[src/rtl/ras_pkg.sv]
// Shared types and constants for the return address stack.
// Holds the PC width, the stack geometry, and the count clamp helper.
package ras_pkg;

    localparam int RAS_ENTRIES     = 16;
    localparam int LOG_RAS_ENTRIES = $clog2(RAS_ENTRIES);

    typedef logic [37:0]                PC38_t;
    typedef logic [LOG_RAS_ENTRIES-1:0] RAS_idx_t;
    typedef logic [LOG_RAS_ENTRIES:0]   RAS_cnt_t;

    localparam PC38_t    INIT_PC38   = 38'h0;
    localparam RAS_cnt_t RAS_CNT_MAX = RAS_cnt_t'(RAS_ENTRIES);

    // A restored count above capacity is illegal; saturate it so the stack stays consistent.
    function automatic RAS_cnt_t clamp_cnt(input RAS_cnt_t cnt);
        return (cnt > RAS_CNT_MAX) ? RAS_CNT_MAX : cnt;
    endfunction

endpackage

[src/rtl/ras.sv]
// Circular return address stack feeding fetch's next-PC selection.
// Pushes link addresses, pops on returns, and restores pointer/count from backend checkpoints.
module ras
    import ras_pkg::*;
(
    input  logic     CLK,
    input  logic     nRST,
    input  logic     link_valid,
    input  PC38_t    link_pc38,
    input  logic     ret_valid,
    output PC38_t    ret_pc38,
    output RAS_idx_t ras_index,
    output RAS_cnt_t ras_count,
    output logic     ras_empty,
    input  logic     update_valid,
    input  RAS_idx_t update_ras_index,
    input  RAS_cnt_t update_ras_count
);

    PC38_t    r_entries [RAS_ENTRIES];
    RAS_idx_t r_sp;
    RAS_cnt_t r_cnt;

    RAS_idx_t w_top_idx;
    RAS_idx_t w_sp_next;
    RAS_cnt_t w_cnt_next;
    logic     w_wr_en;
    RAS_idx_t w_wr_idx;
    logic     w_cnt_zero;

    // The pointer width equals log2(depth), so sp-1 wraps 0 -> RAS_ENTRIES-1 by itself.
    assign w_top_idx  = r_sp - RAS_idx_t'(1);
    assign w_cnt_zero = (r_cnt == '0);

    assign ret_pc38  = r_entries[w_top_idx];
    assign ras_index = r_sp;
    assign ras_count = r_cnt;
    assign ras_empty = w_cnt_zero;

    always_comb begin
        // NOTE: every output of this block gets a default first, so no path leaves it unassigned and no latch is inferred.
        w_sp_next  = r_sp;
        w_cnt_next = r_cnt;
        w_wr_en    = 1'b0;
        w_wr_idx   = r_sp;

        if (update_valid) begin
            w_sp_next  = update_ras_index;
            w_cnt_next = clamp_cnt(update_ras_count);
        end else if (link_valid && ret_valid && !w_cnt_zero) begin
            w_wr_en  = 1'b1;
            w_wr_idx = w_top_idx;
        end else if (link_valid) begin
            w_wr_en    = 1'b1;
            w_wr_idx   = r_sp;
            w_sp_next  = r_sp + RAS_idx_t'(1);
            w_cnt_next = (r_cnt == RAS_CNT_MAX) ? r_cnt : r_cnt + RAS_cnt_t'(1);
        end else if (ret_valid && !w_cnt_zero) begin
            w_sp_next  = w_top_idx;
            w_cnt_next = r_cnt - RAS_cnt_t'(1);
        end
    end

    always_ff @(posedge CLK or negedge nRST) begin
        if (!nRST) begin
            r_sp  <= '0;
            r_cnt <= '0;
        end else begin
            r_sp  <= w_sp_next;
            r_cnt <= w_cnt_next;
        end
    end

    // NOTE: the entries are reset because fetch may consume a stale top while empty and must see INIT_PC38, not X.
    always_ff @(posedge CLK or negedge nRST) begin
        if (!nRST) begin
            for (int i = 0; i < RAS_ENTRIES; i++) begin
                r_entries[i] <= INIT_PC38;
            end
        end else if (w_wr_en) begin
            r_entries[w_wr_idx] <= link_pc38;
        end
    end

    a_update_count_legal: assert property (
        @(posedge CLK) disable iff (!nRST) update_valid |-> (update_ras_count <= RAS_CNT_MAX)
    );

endmodule

[config.mk]
export PLATFORM = sky130hd
export DESIGN_NAME = ras
export DESIGN_NICKNAME = d
export VERILOG_FILES = /design/src/rtl/ras_pkg.sv /design/src/rtl/ras.sv
export SDC_FILE = /design/constraint.sdc
export NUM_CORES = 1
export LEC_CHECK = 0
export CAP_MARGIN = 30
export CORE_UTILIZATION = 55
export DETAILED_ROUTE_END_ITERATION = 12
export GPL_ROUTABILITY_DRIVEN = 1
export PLACE_DENSITY = 0.81
export SYNTH_ARGS = -nofsm -noshare
export SYNTH_HDL_FRONTEND = slang
export SYNTH_SLANG_ARGS = --single-unit
export TNS_END_PERCENT = 5
[constraint.sdc]
create_clock -name CLK -period 10.3 [get_ports CLK]
set_clock_uncertainty 0.2 [all_clocks]
set_input_delay 1.03 -clock CLK [delete_from_list [all_inputs] [get_ports CLK]]
set_output_delay 1.03 -clock CLK [all_outputs]
set_load 0.03 [all_outputs]
==> flow_summary.json, run 1 <==
{
  "ant_nets": 0,
  "fill_cells": 3589,
  "area_delta_synth_final_pct": 12.4,
  "post-route-period-util_pct": 62.5,
  "cts_tree": "built",
  "path_clk_slew_ns": 0.06,
  "max_slew_margin_pct": 32.8,
  "postCtsSetupBuffers": 0,
  "p_leak_nw": 14.2,
  "critPathTopFamily": "buffers and inverters",
  "core-area_sq_mm": 0.0513,
  "overflow": 0,
  "dr.first_iter.drc_count": 1184,
  "die_w_microns": 230,
  "critPathKind": "reg2out",
  "synth_flop_cell": "dfrtp_1",
  "ios": 100,
  "synth_seq_cells": 617,
  "rsz0062_at_grt": "no",
  "crit_slowest_cell": "dfrtp_4",
  "clk_path_buf_depth": 3,
  "finalCriticalPeriod_ns": 6.44,
  "routed_wirelength_mm": 64.5,
  "syn_inst": 1720,
  "grt_pass1_wl_mm": 102,
  "powerDensity_mw_per_mm2": 322,
  "syn_area_per_cell_sq_um": 16.6,
  "timing.critical_path.mode_cell": "mux4_2",
  "postSynth.asyncResetShare_pct": 100,
  "path_cells": "inv_1, ha_4, buf_4, mux4_2, mux4_2, clkdlybuf4s50_1",
  "clkLatencyLatePin_ns": 0.59,
  "synth.distinct_cells": 57,
  "via_count": 15700,
  "post-dp-hpwl_mm": 34.2,
  "layout.nets": 1819,
  "port-buffer-count": 99,
  "clock_tree.htree_level_count": 3,
  "cp.arrival_ns": 5.21,
  "fmax_mhz": 155,
  "finalInstanceArea_sq_mm": 0.0321,
  "ctsRootBufferMaster": "clkbuf_16",
  "die_h_microns": 230,
  "cts_sinks": 617,
  "grt_max_degree": 185,
  "finalSetupTns_ns": 0,
  "ctsHoldBuffers": 0,
  "drc": 0,
  "drv_slew": 0,
  "drv_cap": 0,
  "critPathBufInv": 3,
  "die_area_sq_mm": 0.0528,
  "cp-end-kind": "output port",
  "diodes": 0,
  "synthesis.area_sq_mm": 0.0285,
  "synth_nets": 1778,
  "required_ns": 9.07,
  "yosys_warnings": 0,
  "setup_violations": 0,
  "cts_made_buffers": 66,
  "post_cts_resized": 0,
  "routedWlPerCell_microns": 25.9,
  "vdd_drop_max_uv": 184,
  "dr.pass1.iters": 6,
  "hold_viol": 0,
  "antenna_found_initial": 2,
  "drive_gt1_share_pct": 53.0,
  "start_util_pct": 55.6,
  "placed_cell_area_sq_mm": 0.0299,
  "slowest_delay_ns": 1.02,
  "place_congestion": 0.793,
  "yosysSeqAreaShare_pct": 54.1,
  "worst_slew_pin_slew_ns": 1.01,
  "status": "finished, final reports clean",
  "hold_class": "reg2reg",
  "cp_max_fo": 62,
  "synth_edf_count": 0,
  "grt_pass1_vias": 17100,
  "vias_per_cell": 6.30,
  "rows": 83,
  "grt_usage_pct": 25.3,
  "start_kind": "register"
}
## cells in the final DEF, fill, tap and decap left out, types with 5 or more instances in the layout
cell / instances
o21ai_0: 7
nor2b_1: 7
clkdlybuf4s50_1: 98
nand2_1: 16
xnor2_1: 5
buf_4: 24
inv_1: 9
mux2_2: 603
nor2_1: 9
clkbuf_1: 19
mux2i_1: 6
clkinv_2: 6
a21oi_1: 7
dfrtp_1: 616
o21ai_4: 6
clkbuf_16: 67
nand2_2: 8
clkbuf_8: 14
mux4_2: 190
## power by group
group | switching (mW) | internal (mW)
clock network | 0.953 | 1.40
logic | 1.59 | 2.21
registers | 0.614 | 3.56
## cell families (layout without fill, tap and decap cells)
logic type,after synthesis,after routing,share of synthesized area [%]
AO/OA/AOI/OAI,52,52,1.38
XOR/XNOR,9,9,0.276
adder cells (fa/ha/maj),6,6,0.289
buffers and inverters,167,256,3.47
flip-flops,617,617,54.1
multiplexers,806,806,39.3
AND/OR/NAND/NOR,63,63,1.17
## metal layers
metal	wire length, microns	vias to the layer above	track usage [%]
li1	-	6573	-
met1	28300	8613	35.6
met2	32000	393	41.3
met3	2920	95	3.71
met4	1250	4	7.10
met5	34	-	0
## cell usage after synthesis, types with 7 or more instances
library cell,n,area [sq um]
a21oi_1,7,35.0
buf_2,41,205
buf_4,17,128
buf_6,33,372
clkbuf_1,61,229
dfrtp_1,617,15400
inv_1,9,33.8
mux2_2,603,6790
mux4_2,190,4280
nand2_1,24,90.1
nor2_1,9,33.8
nor2b_1,7,43.8
o21ai_0,7,35.0
## registers in the layout, indices dropped and copies added (netlist names)
name and cells:
r_entries 608, ras_count 5, ras_index 4
## path summary, 6_finish.rpt
path / from / endpoint / slack [ns] / cells after the start
setup / recovery: ras_index[0]$_DFFE_PN0P_ / ret_pc38[28] / 3.86 / 6
hold / removal: r_entries[223]$_DFFE_PN0P_ / r_entries[223]$_DFFE_PN0P_ / 0.29 / 1
setup reg to reg: ras_index[0]$_DFFE_PN0P_ / r_entries[109]$_DFFE_PN0P_ / 5.08 / 8
hold reg to reg: r_entries[223]$_DFFE_PN0P_ / r_entries[223]$_DFFE_PN0P_ / 0.29 / 1
max in group asynchronous: nRST / r_entries[402]$_DFFE_PN0P_ / 8.04 / 2
min in group asynchronous: nRST / r_entries[232]$_DFFE_PN0P_ / 0.32 / 1
## area by class of cell
class,instances,area (sq um),share of cell area (%)
sequential,617,15400,48.2
multi-input combinational,936,12200,38.1
clock buffer,100,1940,6.05
timing repair buffer,131,1350,4.21
tap,680,851,2.65
clock inverter,16,218,0.679
inverter,9,33.8,0.105
## metrics by stage
stage / cells / util, % / setup WS (ns) / hold WS [ns] / power [mW]
after floorplan: 1720 / - / 5.92 / 0.259 / 6.82
after global placement: 2367 / 58.0 / 4.48 / 0.271 / 7.78
after detailed placement: 2371 / 58.2 / 4.41 / 0.280 / 7.99
after CTS: 2487 / 62.4 / 3.77 / 0.294 / 10.4
after global routing: 2489 / 62.5 / 3.62 / 0.306 / 10.8
final: 2489 / 62.5 / 3.86 / 0.289 / 10.3
Note: power is estimated with default switching activity, not from simulation.
==> inputs of run 2 (changes only) <==
- clock period: 10.3 -> 6.7 ns (I/O delays scaled with it)
==> flow_summary.json, run 2 (synthesis gave the netlist of run 1 again) <==
{
  "status": "finished, final reports clean",
  "post_cts_resized": 0,
  "clk_path_buf_depth": 3,
  "postCtsSetupBuffers": 0,
  "cp.arrival_ns": 4.62,
  "clock_tree.htree_level_count": 3,
  "post-route-period-util_pct": 82.0,
  "fin_ws_ns": 1.21,
  "ant_nets": 0,
  "cts_tree": "built",
  "grt_usage_pct": 25.4,
  "reg2reg_to": "r_entries[410]$_DFFE_PN0P_",
  "r2r_cells": 9,
  "critPathKind": "reg2out",
  "worst_slew_pin_slew_ns": 0.947,
  "area_delta_synth_final_pct": 13.0,
  "antenna_found_initial": 2,
  "ctsHoldBuffers": 1,
  "cp_max_fo": 43,
  "drv_slew": 0,
  "critPathTopFamily": "buffers and inverters",
  "drv_cap": 0,
  "ios": 100,
  "via_count": 15800,
  "post-route-util_pct": 62.9,
  "crit_slowest_cell": "dfrtp_4",
  "dr.pass1.iters": 5,
  "total_power_mw": 15.9,
  "grt_pass1_wl_mm": 102,
  "fill_cells": 3574,
  "largest_register": "r_entries",
  "layout_commonest_cell": "dfrtp_1",
  "pwr-share-clk_pct": 22.9,
  "vias_per_cell": 6.32,
  "crit_end": "ret_pc38[8]",
  "port-buffer-count": 99,
  "p_leak_nw": 14.3,
  "cp.depth": 6,
  "crit_path_start": "ras_index[0]$_DFFE_PN0P_",
  "finalInstanceArea_sq_mm": 0.0322,
  "powerDensity_mw_per_mm2": 494,
  "core-area_sq_mm": 0.0513,
  "drive_gt1_share_pct": 53.7,
  "diodes": 0,
  "dp.cells": 2379,
  "finalCriticalPeriod_ns": 5.49,
  "cts_made_buffers": 66,
  "grt_pass1_vias": 17100,
  "placed_cell_area_sq_mm": 0.0299,
  "dr.first_iter.drc_count": 1196,
  "place_congestion": 0.791,
  "max_slew_margin_pct": 36.7,
  "clkLatencyLatePin_ns": 0.59,
  "largest_register_ffs": 608,
  "cts_sinks": 617,
  "p_comb_share_pct": 36.8,
  "cp-end-kind": "output port",
  "critPathBufInv": 3,
  "dp_slack_ns": 1.82,
  "routedWlPerCell_microns": 25.9,
  "layout_common_cells": "dfrtp_1, mux2_2, mux4_2",
  "pwr-share-seq_pct": 40.2,
  "layout.nets": 1830,
  "ctsRootBufferMaster": "clkbuf_16",
  "vdd_drop_max_uv": 259,
  "start_kind": "register",
  "overflow": 0,
  "rows": 83,
  "reg2reg_from": "ras_index[0]$_DFFE_PN0P_",
  "hold_class": "reg2reg",
  "slowest_delay_ns": 0.84,
  "r2r_setup_slack_ns": 2.21,
  "fmax_mhz": 182,
  "timing.critical_path.mode_cell": "mux4_2",
  "multi_input_area_sq_mm": 0.0122,
  "path_cells": "inv_1, ha_4, buf_4, mux4_2, mux4_2, clkdlybuf4s50_1",
  "die_h_microns": 230,
  "finalSetupTns_ns": 0,
  "finalHoldWorstSlack_ns": 0.297,
  "required_ns": 5.83,
  "rsz0062_at_grt": "no",
  "routed_wirelength_mm": 64.9,
  "die_w_microns": 230,
  "die_area_sq_mm": 0.0528,
  "stdcell_count": 2500,
  "internal_power_mw": 11.1,
  "seqCellArea_sq_mm": 0.0154,
  "drc": 0,
  "swShare_pct": 30.5,
  "post-dp-hpwl_mm": 36.1,
  "power.switching_mw": 4.86,
  "setup_violations": 0,
  "path_clk_slew_ns": 0.06,
  "start_util_pct": 55.6,
  "grt_max_degree": 136,
  "hold_viol": 0
}
run 2: changes by cell type in the layout (fill, tap and decap cells not counted), moves of 3 or more:
cell and change:
buf_4 +6, clkinv_2 +10, clkbuf_16 +4, clkbuf_1 -8, inv_6 -3
run 2: area by class of cell:
type	instances	area share (%)
tap	680	2.64
inverter	9	0.105
timing repair buffer	142	4.66
sequential	617	47.9
clock inverter	21	0.578
multi-input combinational	936	37.9
clock buffer	95	6.19
run 2: power by group through the flow:
stage,logic [mW],clock network (mW),registers [mW]
floorplan,4.41,0,6.08
global placement,5.70,0,6.29
detailed placement,5.88,0,6.42
CTS,5.92,3.71,6.38
global route,6.22,3.85,6.60
finish,5.87,3.65,6.41
run 2: worst min-delay path by stage:
stage / startpoint / end / slack [ns] / depth (start not counted)
6_report: r_entries[223]$_DFFE_PN0P_ / r_entries[223]$_DFFE_PN0P_ / 0.30 / 1
5_1_grt: r_entries[393]$_DFFE_PN0P_ / r_entries[393]$_DFFE_PN0P_ / 0.30 / 1
4_1_cts: r_entries[223]$_DFFE_PN0P_ / r_entries[223]$_DFFE_PN0P_ / 0.30 / 1
3_5_place_dp: r_entries[285]$_DFFE_PN0P_ / r_entries[285]$_DFFE_PN0P_ / 0.29 / 1
3_3_place_gp: r_entries[223]$_DFFE_PN0P_ / r_entries[223]$_DFFE_PN0P_ / 0.27 / 1
2_1_floorplan: nRST / r_entries[0]$_DFFE_PN0P_ / 0.17 / 0
run 2: per-layer routing:
layer,track usage (%),up-vias,wire length [microns]
li1,-,6578,-
met1,35.7,8705,28300
met2,40.8,432,31900
met3,4.71,88,3510
met4,6.91,4,1140
met5,0,-,22
==> inputs of run 3 (changes only) <==
- clock period: 6.7 -> 5.25 ns (I/O delays scaled with it)
==> flow_summary.json, run 3 (synthesis gave the netlist of run 1 again) <==
{
  "fin_ws_ns": 0.335,
  "layout_common_cells": "dfrtp_1, mux2_2, mux4_2",
  "grt_pass1_wl_mm": 102,
  "fmax_mhz": 203,
  "overflow": 0,
  "drv_cap": 0,
  "grt_usage_pct": 25.3,
  "die_w_microns": 230,
  "clk_path_buf_depth": 3,
  "routedWlPerCell_microns": 25.7,
  "via_count": 15600,
  "die_h_microns": 230,
  "stdcell_count": 2493,
  "grt_pass1_vias": 17300,
  "cp_max_fo": 29,
  "crit_slowest_cell": "dfrtp_4",
  "hold_viol": 0,
  "largest_register": "r_entries",
  "timing.critical_path.mode_cell": "mux4_2",
  "slowest_delay_ns": 0.71,
  "status": "finished, violations left",
  "dp.cells": 2379,
  "dp_slack_ns": 0.967,
  "min_from": "r_entries[223]$_DFFE_PN0P_",
  "post-dp-hpwl_mm": 35.3,
  "r2r_cells": 7,
  "cts_tree": "built",
  "clkLatencyLatePin_ns": 0.61,
  "drc": 2,
  "path_cells": "inv_1, ha_4, buf_4, mux4_2, mux4_2, clkdlybuf4s50_1",
  "hold-path-endpoint": "r_entries[223]$_DFFE_PN0P_",
  "post-route-period-util_pct": 93.6,
  "cts_made_buffers": 66,
  "drv_slew": 0,
  "layout.nets": 1826,
  "finalCriticalPeriod_ns": 4.91,
  "reg2reg_to": "r_entries[436]$_DFFE_PN0P_",
  "path_clk_slew_ns": 0.06,
  "r2r_setup_slack_ns": 1.24,
  "p_leak_nw": 14.3,
  "clock_tree.htree_level_count": 3,
  "worst_slew_pin_slew_ns": 1.01,
  "required_ns": 4.53,
  "start_kind": "register",
  "setup_violations": 0,
  "vias_per_cell": 6.26,
  "hold_class": "reg2reg",
  "ctsRootBufferMaster": "clkbuf_16",
  "powerDensity_mw_per_mm2": 632,
  "reg2reg_from": "ras_index[0]$_DFFE_PN0P_",
  "ant_nets": 0,
  "dr.first_iter.drc_count": 1166,
  "drive_gt1_share_pct": 53.3,
  "critPathKind": "reg2out",
  "die_area_sq_mm": 0.0528,
  "port-buffer-count": 99,
  "grt_max_degree": 123,
  "ios": 100,
  "core-area_sq_mm": 0.0513,
  "vdd_drop_max_uv": 426,
  "violations": "DRC",
  "cp-end-kind": "output port",
  "cts_sinks": 617,
  "largest_register_ffs": 608,
  "routed_wirelength_mm": 64.0,
  "area_delta_synth_final_pct": 13.1,
  "place_congestion": 0.766,
  "cp.arrival_ns": 4.19,
  "finalSetupTns_ns": 0,
  "start_util_pct": 55.6,
  "antenna_found_initial": 3,
  "worstHoldPathCells": 1,
  "layout_commonest_cell": "dfrtp_1",
  "rows": 83,
  "max_slew_margin_pct": 33.0,
  "dr.pass1.iters": 10,
  "rsz0062_at_grt": "no"
}
==> run 3: cell types whose count changed in the layout (fill, tap and decap cells not counted), sizes merged <==
cell / delta
clkbuf: +4
buf: -4
clkinvlp: -1
diode: +1
clkinv: -8
bufinv: +1
==> run 3: worst max path at each step <==
stage / startpoint / end / slack (ns) / cells after the start
after floorplan: ras_index[0]$_DFFE_PN0P_ / ret_pc38[19] / 1.37 / 9
after global placement: ras_index[0]$_DFFE_PN0P_ / ret_pc38[20] / 1.03 / 6
after detailed placement: ras_index[0]$_DFFE_PN0P_ / ret_pc38[20] / 0.97 / 6
after CTS: ras_index[0]$_DFFE_PN0P_ / ret_pc38[20] / 0.30 / 6
after global routing: ras_index[0]$_DFFE_PN0P_ / ret_pc38[20] / 0.21 / 6
final: ras_index[0]$_DFFE_PN0P_ / ret_pc38[20] / 0.34 / 6
==> run 3: metrics by stage <==
stage	power [mW]	instance area [sq um]	util, %	hold WS, ns
after detailed placement	15.7	30100	58.6	0.277
after floorplan	13.4	28500	-	0.0294
after global routing	21.4	32300	62.9	0.308
after CTS	20.5	32300	62.9	0.300
final	20.4	32300	62.9	0.294
after global placement	15.3	30000	58.5	0.269
==> run 3: layout make-up <==
class	count	area, sq um
Fill cell	3553	19000
Sequential cell	617	15400
Multi-Input combinational cell	936	12200
Clock buffer	99	2020
Timing Repair Buffer	138	1510
Tap cell	680	851
Clock inverter	13	176
Inverter	9	33.8
Antenna cell	1	2.50
==> run 3: repair_timing <==
item / in CTS / in global routing
setup buffers: 0 / 0
endpoints found under the hold margin: 112 / 0
hold buffers: 1 / 0
gates resized for setup: 0 / 0
==> run 3: worst max-delay path: cells and delay by family (launching register included) <==
kind,cells,cell delay (ns)
flops,1,0.71
mux,2,0.92
fa+ha+maj,1,0.62
buf+inv,3,1.29
==> run 3: layer usage <==
metal,part of all wire [%],vias up,global-route usage [%]
met4,2.7,4,8.90
li1,-,6592,-
met3,5.1,112,4.51
met5,0.039,-,0
met1,43,8476,35.4
met2,49,410,40.1
==> run 3: power breakdown <==
group | total (mW) | switching (mW) | internal, mW
sequential | 8.17 | 1.19 | 6.98
combinational | 7.50 | 3.14 | 4.37
clock | 4.72 | 1.87 | 2.85
total | 20.4 | 6.20 | 14.2
